--- src/rtl/twiddle_gen.sv ---
// twiddle_gen: W_N^k (or its conjugate) from a quarter-wave cosine ROM by quadrant folding.
// Defining TWIDDLE_OUTREG_EN adds an output register stage, raising LATENCY from 2 to 3.
module twiddle_gen #(
    parameter int N  = 256,
    parameter int DW = 16,
    localparam int LOG2N = $clog2(N)
) (
    input  logic                 clk,
    input  logic                 rst,
    input  logic                 en,
    input  logic                 in_valid,
    input  logic [LOG2N-1:0]     k,
    input  logic                 inv,
    output logic                 out_valid,
    output logic signed [DW-1:0] wr,
    output logic signed [DW-1:0] wi,
    output logic [LOG2N-1:0]     out_k
);
`ifdef TWIDDLE_OUTREG_EN
    localparam int LATENCY = 3;
`else
    localparam int LATENCY = 2;
`endif
    localparam int Q = N / 4;
    localparam logic [LOG2N-2:0] QI = (LOG2N-1)'(Q);

    function automatic logic signed [DW-1:0] cos_q(input int m);
        real x;
        x = $cos(2.0 * 3.14159265358979323846 * m / N) * ((2.0 ** (DW - 1)) - 1.0);
        return (DW)'(x < 0.0 ? -$rtoi(0.5 - x) : $rtoi(x + 0.5));
    endfunction

    logic signed [DW-1:0] rom [Q+1];
    for (genvar i = 0; i <= Q; i++) begin : g_rom
        assign rom[i] = cos_q(i);
    end

    logic [LOG2N-3:0] r_q;
    logic [LOG2N-2:0] qr_q;
    logic [1:0]       q_q;
    logic             inv_q, v1_q;
    logic [LOG2N-1:0] k1_q;

    always_ff @(posedge clk or posedge rst) begin
        if (rst) begin
            v1_q  <= 1'b0;
            r_q   <= '0;
            qr_q  <= '0;
            q_q   <= '0;
            inv_q <= 1'b0;
            k1_q  <= '0;
        end else if (en) begin
            v1_q <= in_valid;
            if (in_valid) begin
                r_q   <= k[LOG2N-3:0];
                qr_q  <= QI - {1'b0, k[LOG2N-3:0]};
                q_q   <= k[LOG2N-1 -: 2];
                inv_q <= inv;
                k1_q  <= k;
            end
        end
    end

    // qr_q spans 0..Q, so r=0 reads the C[Q]=0 entry rather than wrapping
    logic signed [DW-1:0] a, b, wr_d, wf, wi_d;
    assign a    = rom[{1'b0, r_q}];
    assign b    = rom[qr_q];
    assign wr_d = q_q == 2'd0 ? a : q_q == 2'd1 ? -b : q_q == 2'd2 ? -a : b;
    assign wf   = q_q == 2'd0 ? -b : q_q == 2'd1 ? -a : q_q == 2'd2 ? b : a;
    assign wi_d = inv_q ? -wf : wf;

    logic                 v2_q;
    logic signed [DW-1:0] wr2_q, wi2_q;
    logic [LOG2N-1:0]     k2_q;

    always_ff @(posedge clk or posedge rst) begin
        if (rst) begin
            v2_q  <= 1'b0;
            wr2_q <= '0;
            wi2_q <= '0;
            k2_q  <= '0;
        end else if (en) begin
            v2_q <= v1_q;
            if (v1_q) begin
                wr2_q <= wr_d;
                wi2_q <= wi_d;
                k2_q  <= k1_q;
            end
        end
    end

    if (LATENCY == 3) begin : g_s3
        logic                 v3_q;
        logic signed [DW-1:0] wr3_q, wi3_q;
        logic [LOG2N-1:0]     k3_q;
        always_ff @(posedge clk or posedge rst) begin
            if (rst) begin
                v3_q  <= 1'b0;
                wr3_q <= '0;
                wi3_q <= '0;
                k3_q  <= '0;
            end else if (en) begin
                v3_q <= v2_q;
                if (v2_q) begin
                    wr3_q <= wr2_q;
                    wi3_q <= wi2_q;
                    k3_q  <= k2_q;
                end
            end
        end
        assign out_valid = v3_q;
        assign wr        = wr3_q;
        assign wi        = wi3_q;
        assign out_k     = k3_q;
    end else begin : g_s2
        assign out_valid = v2_q;
        assign wr        = wr2_q;
        assign wi        = wi2_q;
        assign out_k     = k2_q;
    end
endmodule

--- config.mk ---
export PLATFORM = sky130hd
export DESIGN_NAME = twiddle_gen
export DESIGN_NICKNAME = d
export VERILOG_FILES = /design/src/rtl/twiddle_gen.sv
export SDC_FILE = /design/constraint.sdc
export NUM_CORES = 1
export LEC_CHECK = 0
export BUFFER_PORTS_ARGS = -buffer_cell sky130_fd_sc_hd__buf_2
export CAP_MARGIN = 20
export CORE_MARGIN = 2
export CORE_UTILIZATION = 60
export CTS_CLUSTER_SIZE = 14
export DETAILED_ROUTE_END_ITERATION = 6
export PLACE_DENSITY = 0.82
export SLEW_MARGIN = 20
export SYNTH_ARGS = -nofsm -noshare
export SYNTH_HDL_FRONTEND = slang
export SYNTH_SLANG_ARGS = --single-unit
--- constraint.sdc ---
create_clock -name clk -period 7.1 [get_ports clk]
set_input_delay 1.42 -clock clk [delete_from_list [all_inputs] [get_ports clk]]
set_output_delay 1.42 -clock clk [all_outputs]
set_load 0.005 [all_outputs]
; Word level (Yosys, flattened, before mapping)
; Memories as Yosys holds them, arrays and structs flattened.
; Index checks and enable logic that the tools add are counted.
[classes]
n_addsub = 4
n_mul = 0
div_mod_pow = 0
n_lt_le_gt_ge = 2
n_eq_ne = 2
shift = 0
mux = 11
bitwise_logic = 2
reduce_logical = 3
[ops]
columns = op, count
row1 = $mux W16, 11
row2 = $neg A16 Y16, 3
row3 = $ge A8 B8 Y1 const B, 2
row4 = $not A6 Y8, 1
row5 = $not A7 Y8, 1
row6 = $sub A7 B6 Y7 const A, 1
row7 = $reduce_and A2 Y1, 2
row8 = $eq A2 B1 Y1 const B, 1
row9 = $eq A2 B2 Y1 const B, 1
row10 = $logic_not A2 Y1, 1
[totals]
ff_bits = 66
latch_bits = 0
ram_bits = 0
romBits = 4096
input_bits = 13
out_inout_bits = 41
n_memories = 2
[mem_list]
columns = name, words, width, rd, rd_ports_with_merged_regs, write_ports, line
row1 = (no name shown), 128, 16, 1, 0, 0, 67  ; assign b = rom[qr_q];
row2 = (no name shown), 128, 16, 1, 0, 0, 66  ; assign a = rom[{1'b0, r_q}];

; Depth between registers and ports, before layout
; Gate-level depths: netlist of run 1.
[logic_depth]
word_depth = 9
ltp_mapped = 20
ltp_nobuf = 17

; Least setup slack after synthesis of run 1
; OpenSTA, ideal clock, no wires.
[synth_path]
path_kind = flip-flop to flip-flop
from = reg r_q[1]
to = reg wi2_q[13] (netlist: wi[13])
setup_ns = 0.126
arrival_time_ns = 4.344
required_ns = 6.974
path_slack_ns = 2.630
path_stages_with_launch = 20
n_path_buf = 3
synth_period_minus_slack_ns = 4.470
cell_sequence = dfrtp_1 buf_2 clkbuf_1 inv_1 ha_1 clkbuf_1 o21ai_0 o21ai_0 a221o_1 ha_1 o311a_1 nand3_1 nor4b_4 nor3_1 a2111o_1 nor2_4 nand3_4 nor3_1 nor3_1 a221o_1
[synth_via]
elab_chain_cells = 9
elab_cells_between_ends = 10
cone_classes = add/sub: 2 / mux: 6 / bitwise: 1 / memory: 1
[synth_rtl]
columns = element, line
row1 = "start, declared", 38  ; logic [LOG2N-3:0] r_q;
row2 = "start signal, assigned", 55  ; r_q <= k[LOG2N-3:0];
row3 = $not A6 Y8 (not written as such) *, 66
row4 = $mem_v2 Z128 W16 *, -
row5 = $mux W16 (not written as such) * (2 in a row), 66
row6 = $neg A16 Y16 / $mux W16 (equally long branches), 69  ; assign wf = q_q == 2'd0 ? -b : q_q == 2'd1 ? -a : q_q == 2'd2 ? b : a;
row7 = $mux W16 * (2 in a row), 69
row8 = $neg A16 Y16, 70  ; assign wi_d = inv_q ? -wf : wf;
row9 = $mux W16 *, 70
row10 = "end signal, assigned", 86  ; wi2_q <= wi_d;
row11 = "end, declared", 73  ; logic signed [DW-1:0] wr2_q, wi2_q;
; Mark *: on every way between the ends. The rest lies on a longest branch, timed or not. The select of a mux whose other input is x is not followed.
; A chain may end at the register's enable or synchronous reset.

; Worst setup path after layout of run 1
; Ends and elaborated chain as after synthesis.

==> report_table.html, run 1 <==
<table>
<tr><th>Metric</th><th>Value</th></tr>
<tr><th colspan="2">Status</th></tr>
<tr><td>Outcome</td><td>complete, but fails checks</td></tr>
<tr><td>Violations in the final reports</td><td>DRC</td></tr>
<tr><th colspan="2">Floorplan</th></tr>
<tr><td>Die Span Y</td><td>111.9 um</td></tr>
<tr><td>Ports</td><td>54</td></tr>
<tr><td>Row count</td><td>39</td></tr>
<tr><td>Die W</td><td>between 100 and 150 um</td></tr>
<tr><td>Core Box Area</td><td>roughly 0.011 sq mm</td></tr>
<tr><td>Effective utilization at floorplan</td><td>about three fifths</td></tr>
<tr><td>Die Outline Area</td><td>0.01252 sq mm</td></tr>
<tr><th colspan="2">CTS</th></tr>
<tr><td>Post-CTS Resized</td><td>0</td></tr>
<tr><td>CTS root buffer</td><td>clkbuf_16</td></tr>
<tr><td>Hold-fix buffers, CTS</td><td>0</td></tr>
<tr><td># H-tree levels</td><td>3</td></tr>
<tr><td>Clock input transition at the sequential cells of the worst setup and hold paths</td><td>around 60 ps</td></tr>
<tr><td>Clock latency at the later pin of the worst-skew pair</td><td>between 300 and 400 ps</td></tr>
<tr><td># Post-CTS Setup Buffers</td><td>0</td></tr>
<tr><td>Longest Clk Path Bufs</td><td>2</td></tr>
<tr><td>Clock tree from TritonCTS</td><td>built</td></tr>
<tr><td>Number of clock sinks</td><td>57</td></tr>
<tr><td>Number of buffers created by CTS</td><td>9</td></tr>
<tr><th colspan="2">Placed design</th></tr>
<tr><td>Cell area after placement</td><td>roughly 0.0071 sq mm</td></tr>
<tr><td>HPWL reported at the end of detailed placement</td><td>roughly 14 mm</td></tr>
<tr><td>Placer congestion estimate</td><td>between 1 and 1.5</td></tr>
<tr><td>PortBufs</td><td>53</td></tr>
<tr><th colspan="2">Synth</th></tr>
<tr><td>Async set-reset flop share out of synthesis</td><td>between 90% and 100%</td></tr>
<tr><td>Avg Synthesized Cell Area</td><td>roughly 7.5 sq um</td></tr>
<tr><td>Number of warnings printed during yosys synthesis</td><td>0</td></tr>
<tr><td>Area share of the largest cell type after synthesis</td><td>20.42%</td></tr>
<tr><td>Number of instances in the synthesized netlist</td><td>around 940</td></tr>
<tr><td>Count of flip-flops with a built-in enable after synthesis</td><td>0</td></tr>
<tr><td>Post-synthesis sequential area ratio</td><td>20.42%</td></tr>
<tr><td>Synthesized area</td><td>about 0.007 sq mm</td></tr>
<tr><td>Largest area contributor in the synthesized netlist</td><td>dfrtp_1</td></tr>
<tr><td>Count of distinct cell types in the synthesized netlist</td><td>87</td></tr>
<tr><td>Syn nets</td><td>~980</td></tr>
<tr><td>Number of synthesized register bits</td><td>between 50 and 60</td></tr>
<tr><td>Most instantiated flip-flop cell in the synthesis netlist</td><td>dfrtp_1</td></tr>
<tr><td>Ranking of synthesized cells by area</td><td>dfrtp_1, o21ai_0, nand2_1</td></tr>
<tr><th colspan="2">Drt</th></tr>
<tr><td>Total via count in the routed design</td><td>slightly above 7000</td></tr>
<tr><td>Per-cell routed wire length</td><td>roughly 19 um</td></tr>
<tr><td>Total routed wirelength</td><td>around 20 mm</td></tr>
<tr><td>Initial DRT Pass Iterations</td><td>7</td></tr>
<tr><td>Post-route ant nets</td><td>0</td></tr>
<tr><td>Remaining DRCs</td><td>2</td></tr>
<tr><td>Starting DRT DRC Count</td><td>880</td></tr>
<tr><td>Via density</td><td>around 6.7</td></tr>
<tr><th colspan="2">Timing</th></tr>
<tr><td>Clock period minus worst slack</td><td>5049 ps</td></tr>
<tr><td>Post-route clock skew</td><td>8.265 ps</td></tr>
<tr><td>Final setup violation count</td><td>0</td></tr>
<tr><td>Slew at the pin with the worst max-slew slack</td><td>between 900 and 1000 ps</td></tr>
<tr><td>Worst slew slack as a fraction of its limit</td><td>a little over a third</td></tr>
<tr><td>Sum of negative setup slack</td><td>0 ps</td></tr>
<tr><td>Minimum hold slack</td><td>around 470 ps</td></tr>
<tr><td>Setup repair after global routing missed its margin</td><td>no</td></tr>
<tr><td>Highest achievable clock rate</td><td>between 150 and 200 MHz</td></tr>
<tr><td>Final hold violation count</td><td>0</td></tr>
<tr><td>Number of max-slew violations in the final report</td><td>0</td></tr>
<tr><td>Final cycle utilization of the critical path</td><td>between 70% and 80%</td></tr>
<tr><th colspan="2">Layout</th></tr>
<tr><td>Count of nets after finishing</td><td>~970</td></tr>
<tr><td>Relative area change from synthesis to final layout</td><td>6.055%</td></tr>
<tr><td>Antenna diode instance count</td><td>0</td></tr>
<tr><td>Final core utilization</td><td>65.15%</td></tr>
<tr><td>Fraction of final layout cells with drive strength greater than 1</td><td>~14%</td></tr>
<tr><td>Finished Cell Area</td><td>between 0.007 and 0.008 sq mm</td></tr>
<tr><th colspan="2">Critical path</th></tr>
<tr><td>Startpoint-to-endpoint class of the critical path</td><td>reg -&gt; reg</td></tr>
<tr><td>Critical-path maximum fanout</td><td>24</td></tr>
<tr><td>Arrival time of the worst setup path</td><td>~5300 ps</td></tr>
<tr><td>Startpoint type of the worst setup path</td><td>register</td></tr>
<tr><td>CP endpoint kind</td><td>register</td></tr>
<tr><td>Register-to-register path setup slack</td><td>approximately 2100 ps</td></tr>
<tr><td>Data required time of the worst path</td><td>between 7000 and 8000 ps</td></tr>
<tr><th colspan="2">Power</th></tr>
<tr><td>PnR Total Power</td><td>2.275 mW</td></tr>
<tr><td>Power density of the placed cells</td><td>307.2 mW/mm^2</td></tr>
<tr><td>Leakage power of the design</td><td>between 3 and 4 nW</td></tr>
<tr><td>Maximum VDD drop</td><td>roughly 240 uV</td></tr>
<tr><th colspan="2">Run</th></tr>
<tr><td>Max-Cap Viols</td><td>0</td></tr>
<tr><th colspan="2">Global routing</th></tr>
<tr><td>First-pass GRT wire length</td><td>33.40 mm</td></tr>
<tr><td>Number of global-route vias before repair</td><td>~6400</td></tr>
<tr><td>Initial antenna violation count</td><td>0</td></tr>
<tr><td>Total congestion overflow after global routing</td><td>0</td></tr>
<tr><td>GR Util All Layers</td><td>32.68%</td></tr>
<tr><td>Pin count of the biggest net entering global routing</td><td>between 70 and 80</td></tr>
<tr><th colspan="2">Worst hold path</th></tr>
<tr><td>Hold crit path type</td><td>reg -&gt; reg</td></tr>
</table>
==> path summary, 6_finish.rpt <==
kind,start,to,depth (start not counted)
worst max-delay path,r_q[1]$_DFFE_PP0P_,wi[13]$_DFFE_PP0P_,17
worst min-delay path,wi[7]$_DFFE_PP0P_,wi[7]$_DFFE_PP0P_,2
worst max register to register,r_q[1]$_DFFE_PP0P_,wi[13]$_DFFE_PP0P_,17
worst min register to register,wi[7]$_DFFE_PP0P_,wi[7]$_DFFE_PP0P_,2
max in group asynchronous,rst,qr_q[3]$_DFFE_PP0P_,3
min in group asynchronous,rst,out_k[2]$_DFFE_PP0P_,3
==> metrics by stage <==
step           setup WS, ps  instances
3_5_place_dp           2140       1057
4_1_cts                2142       1073
6_report               2051       1073
3_3_place_gp           2295       1057
5_1_grt                1582       1073
2_1_floorplan          2630        937
==> cell usage after synthesis (all sizes together), types with 22 or more instances <==
cell	number
a21oi	63
buf	52
nor2	75
ha	29
nand2	122
nand2b	22
inv	29
nor2b	26
clkbuf	36
xnor2	25
o21ai	102
nor3	31
dfrtp	57
==> power breakdown <==
group	internal, mW	switching, mW
registers	0.422	0.0700
logic	0.501	0.809
clock network	0.317	0.156
==> per-layer routing <==
metal / up-vias / part of all wire, % / global-route usage [%]
li1: 3379 / - / -
met1: 3304 / 42 / 45.45
met2: 473 / 44 / 49.82
met3: 54 / 11 / 7.621
met4: 0 / 2.8 / 11.77
met5: - / 0 / 0
==> sequential cells by signal, indices dropped and copies added (netlist names), 2 cells and up <==
signal and count:
wr 16, q_q 2, qr_q 6, r_q 5
out_k 8, wi 16
==> worst max-delay path, stage by stage (launching register included) <==
cell and delay (ps):
dfrtp_1 820, inv_1 280, ha_1 550, nand2_1 200, nor2_1 50, o31ai_1 260
a221o_1 210, ha_1 270, o311a_1 190, nand3_1 120, nor4b_4 540, nor3_1 90
a2111o_1 430, nor2_4 150, nand3_4 120, nor3_1 290, nor3_1 80, a221o_1 260
==> cells in the final DEF (no fill, tap or decap), types with 12 or more instances in the layout <==
| master | count |
|---|---|
| nor3_1 | 30 |
| a31oi_1 | 12 |
| nand2_1 | 121 |
| dfrtp_1 | 55 |
| nand2b_1 | 20 |
| a21oi_1 | 62 |
| ha_1 | 29 |
| nand3_1 | 19 |
| a211oi_1 | 17 |
| xnor2_1 | 25 |
| o21ai_0 | 98 |
| buf_4 | 12 |
| nor2b_1 | 26 |
| buf_2 | 53 |
| mux2_2 | 14 |
| mux2i_1 | 21 |
| nor2_1 | 74 |
| inv_1 | 26 |
==> cells by family (layout without fill, tap and decap cells) <==
group	Yosys count	in the layout	share of synthesized area [%]
and+or+nand+nor	343	343	23.97
buffers and inverters	118	111	7.990
xor gates and xnor gates	34	34	4.264
DFF	57	57	20.42
adders and majority gates	29	29	5.195
muxes	42	42	7.309
AOI/OAI and AO/OA	314	314	30.85
==> final cells by class <==
class                      count  area [sq um]
multi-input combinational    762          5002
inverter                      30         112.6
timing repair buffer          65         355.3
clock inverter                 6         90.09
clock buffer                  10         239.0
fill                        1002          3963
tap                          143         178.9
sequential                    57          1429
(Power assumes the default switching activity.)
==> inputs of run 2 (changes only) <==
==> constraint.sdc (replaced) <==
create_clock -name clk -period 5.15 [get_ports clk]
set_input_delay 1.03 -clock clk [delete_from_list [all_inputs] [get_ports clk]]
set_output_delay 1.03 -clock clk [all_outputs]
set_load 0.005 [all_outputs]
==> run 2 against run 1 <==
  * The run now ends clean
  * Clock skew fell by 1.5 ps
  * Final area rose by 0.71%
  * Critical endpoint unchanged
  * Largest cell class unchanged
  * Sequential power rose by 43%
  * Non-clock buffer count rose by 11
  * Hold slack improved by 3.5 ps
  * Wire length rose by 4.0%
  * Count of clock-buffer cells in the layout did not move
  * Combinational power rose by 40%
  * Largest power group unchanged
==> report_table.html, run 2 (synthesis gave the netlist of run 1 again) <==
<table>
<tr><th>Metric</th><th>Value</th></tr>
<tr><th colspan="2">Status</th></tr>
<tr><td>Outcome</td><td>completed</td></tr>
<tr><th colspan="2">Placed design</th></tr>
<tr><td>Pre-CTS setup slack</td><td>627.1 ps</td></tr>
<tr><td>Placer congestion estimate</td><td>roughly 1.1</td></tr>
<tr><td>Placed Instances</td><td>1068</td></tr>
<tr><td>Cell area after placement</td><td>between 0.007 and 0.008 sq mm</td></tr>
<tr><td>PortBufs</td><td>between 50 and 60</td></tr>
<tr><td>HPWL reported at the end of detailed placement</td><td>about 15 mm</td></tr>
<tr><th colspan="2">Global routing</th></tr>
<tr><td>GR Util All Layers</td><td>~34%</td></tr>
<tr><td>Pin count of the biggest net entering global routing</td><td>75</td></tr>
<tr><td>Initial antenna violation count</td><td>0</td></tr>
<tr><td>Total congestion overflow after global routing</td><td>0</td></tr>
<tr><td>First-pass GRT wire length</td><td>34.23 mm</td></tr>
<tr><td>Number of global-route vias before repair</td><td>about 6500</td></tr>
<tr><th colspan="2">Layout</th></tr>
<tr><td>Relative area change from synthesis to final layout</td><td>6.808%</td></tr>
<tr><td>Fin cells</td><td>between 1000 and 1500</td></tr>
<tr><td>Number of inserted filler cells in the final layout</td><td>~1000</td></tr>
<tr><td>Finished Cell Area</td><td>~0.0075 sq mm</td></tr>
<tr><td>Count of nets after finishing</td><td>between 900 and 1000</td></tr>
<tr><td>Commonest cells after routing, fill and taps aside</td><td>nand2_1, o21ai_0, nor2_1, a21oi_1, dfrtp_1</td></tr>
<tr><td>Antenna diode instance count</td><td>0</td></tr>
<tr><td>Leading cell type in the layout, fill and taps excluded</td><td>nand2_1</td></tr>
<tr><td>Fraction of final layout cells with drive strength greater than 1</td><td>~15%</td></tr>
<tr><th colspan="2">CTS</th></tr>
<tr><td>Longest Clk Path Bufs</td><td>2</td></tr>
<tr><td>CTS root buffer</td><td>clkbuf_16</td></tr>
<tr><td>Post-CTS Resized</td><td>0</td></tr>
<tr><td>Number of clock sinks</td><td>57</td></tr>
<tr><td>Clock tree from TritonCTS</td><td>built</td></tr>
<tr><td># Post-CTS Setup Buffers</td><td>0</td></tr>
<tr><td>Clock input transition at the sequential cells of the worst setup and hold paths</td><td>about 50 ps</td></tr>
<tr><td>Number of buffers created by CTS</td><td>9</td></tr>
<tr><td>Hold-fix buffers, CTS</td><td>0</td></tr>
<tr><td># H-tree levels</td><td>3</td></tr>
<tr><td>Clock latency at the later pin of the worst-skew pair</td><td>330 ps</td></tr>
<tr><th colspan="2">Timing</th></tr>
<tr><td>Worst slew slack as a fraction of its limit</td><td>about a third</td></tr>
<tr><td>Number of max-slew violations in the final report</td><td>0</td></tr>
<tr><td>Slew at the pin with the worst max-slew slack</td><td>between 1000 and 1500 ps</td></tr>
<tr><td>Post-route clock skew</td><td>about 7 ps</td></tr>
<tr><td>Final cycle utilization of the critical path</td><td>roughly 90%</td></tr>
<tr><td>Clock period minus worst slack</td><td>approximately 4600 ps</td></tr>
<tr><td>Highest achievable clock rate</td><td>~220 MHz</td></tr>
<tr><td>Minimum hold slack</td><td>471.8 ps</td></tr>
<tr><td>Crit path setup slack, layout</td><td>525.1 ps</td></tr>
<tr><td>Final hold violation count</td><td>0</td></tr>
<tr><td>Sum of negative setup slack</td><td>0 ps</td></tr>
<tr><td>Final setup violation count</td><td>0</td></tr>
<tr><td>Setup repair after global routing missed its margin</td><td>no</td></tr>
<tr><th colspan="2">Drt</th></tr>
<tr><td>Remaining DRCs</td><td>0</td></tr>
<tr><td>Total routed wirelength</td><td>21.27 mm</td></tr>
<tr><td>Starting DRT DRC Count</td><td>about 1000</td></tr>
<tr><td>Total via count in the routed design</td><td>7350</td></tr>
<tr><td>Initial DRT Pass Iterations</td><td>7</td></tr>
<tr><td>Post-route ant nets</td><td>0</td></tr>
<tr><td>Via density</td><td>approximately 6.8</td></tr>
<tr><td>Per-cell routed wire length</td><td>between 15 and 20 um</td></tr>
<tr><th colspan="2">Floorplan</th></tr>
<tr><td>Die Span Y</td><td>around 110 um</td></tr>
<tr><td>Core Box Area</td><td>roughly 0.011 sq mm</td></tr>
<tr><td>Ports</td><td>54</td></tr>
<tr><td>Effective utilization at floorplan</td><td>approximately three fifths</td></tr>
<tr><td>Die Outline Area</td><td>between 0.01 and 0.015 sq mm</td></tr>
<tr><td>Row count</td><td>39</td></tr>
<tr><td>Die W</td><td>between 100 and 150 um</td></tr>
<tr><th colspan="2">Worst hold path</th></tr>
<tr><td>Hold crit path type</td><td>reg -&gt; reg</td></tr>
<tr><td>Worst Hold Endpoint</td><td>wr[4]$_DFFE_PP0P_</td></tr>
<tr><td>Origin of the worst min-delay path</td><td>wr[4]$_DFFE_PP0P_</td></tr>
<tr><td>Worst hold path stage count</td><td>2</td></tr>
<tr><th colspan="2">Critical path</th></tr>
<tr><td>Critical-path maximum fanout</td><td>39</td></tr>
<tr><td>Worst Reg2Reg Path Length in Cells</td><td>17</td></tr>
<tr><td>Arrival time of the worst setup path</td><td>approximately 4800 ps</td></tr>
<tr><td>CP endpoint kind</td><td>register</td></tr>
<tr><td>Origin of the critical flop-to-flop path</td><td>r_q[0]$_DFFE_PP0P_</td></tr>
<tr><td>Startpoint-to-endpoint class of the critical path</td><td>reg -&gt; reg</td></tr>
<tr><td>Startpoint type of the worst setup path</td><td>register</td></tr>
<tr><td>Worst r2r dst</td><td>wi[13]$_DFFE_PP0P_</td></tr>
<tr><td>Data required time of the worst path</td><td>5360 ps</td></tr>
<tr><td>Register-to-register path setup slack</td><td>around 530 ps</td></tr>
<tr><th colspan="2">Power</th></tr>
<tr><td>Power density of the placed cells</td><td>between 400 and 500 mW/mm^2</td></tr>
<tr><td>Maximum VDD drop</td><td>360.3 uV</td></tr>
<tr><td>Leakage power of the design</td><td>between 3 and 4 nW</td></tr>
<tr><th colspan="2">Run</th></tr>
<tr><td>Max-Cap Viols</td><td>0</td></tr>
</table>
-- run 2: final cells by class --
class	count	area, sq um	area share, %
clock buffer	10	239.0	3.204
clock inverter	6	42.54	0.5703
inverter	30	112.6	1.510
multi-input combinational	762	5007	67.13
sequential	57	1429	19.15
tap	143	178.9	2.399
timing repair buffer	76	450.4	6.038
-- run 2: metrics by stage --
step	total power [mW]	util [%]
5_1_grt	3.301	65.61
2_1_floorplan	2.004	-
4_1_cts	3.044	65.57
3_3_place_gp	2.456	63.09
3_5_place_dp	2.475	63.09
6_report	3.090	65.61
-- run 2: worst max path at each step --
stage,startpoint,end,cells after the start
global route,r_q[0]$_DFFE_PP0P_,wi[14]$_DFFE_PP0P_,17
detailed placement,r_q[0]$_DFFE_PP0P_,wi[13]$_DFFE_PP0P_,17
finish,r_q[0]$_DFFE_PP0P_,wi[13]$_DFFE_PP0P_,17
CTS,r_q[0]$_DFFE_PP0P_,wi[13]$_DFFE_PP0P_,17
global placement,r_q[0]$_DFFE_PP0P_,wi[13]$_DFFE_PP0P_,17
floorplan,r_q[1]$_DFFE_PP0P_,wi[13]$_DFFE_PP0P_,19
-- run 2: where the power goes --
| part | total, mW | switching (mW) | internal [mW] |
|---|---|---|---|
| logic | 1.83 | 1.11 | 0.714 |
| clock network | 0.560 | 0.221 | 0.339 |
| registers | 0.703 | 0.122 | 0.581 |
| total | 3.09 | 1.46 | 1.63 |
-- run 2: per-layer routing --
layer  part of all wire [%]  vias to the layer above  wire [um]  global-route usage, %
li1                       -                     3409          -                      -
met1                     43                     3399       9065                  49.62
met2                     43                      467       9102                  48.28
met3                     12                       75       2451                  7.458
met4                    3.1                        0        655                  11.52
met5                      0                        -          0                      0
-- run 2: worst max-delay path, cell delays in order (launching register included) --
cell and delay [ps]:
dfrtp_1 340, buf_4 420, ha_1 510, mux4_2 310
nand2_1 50, o31ai_1 70, a221o_1 220, ha_1 270
o311a_1 190, nand3_1 130, nor4b_4 490, nor3_1 90
a2111o_1 440, nor2_4 160, nand3_4 120, nor3_1 320
nor3_1 80, a221o_1 270
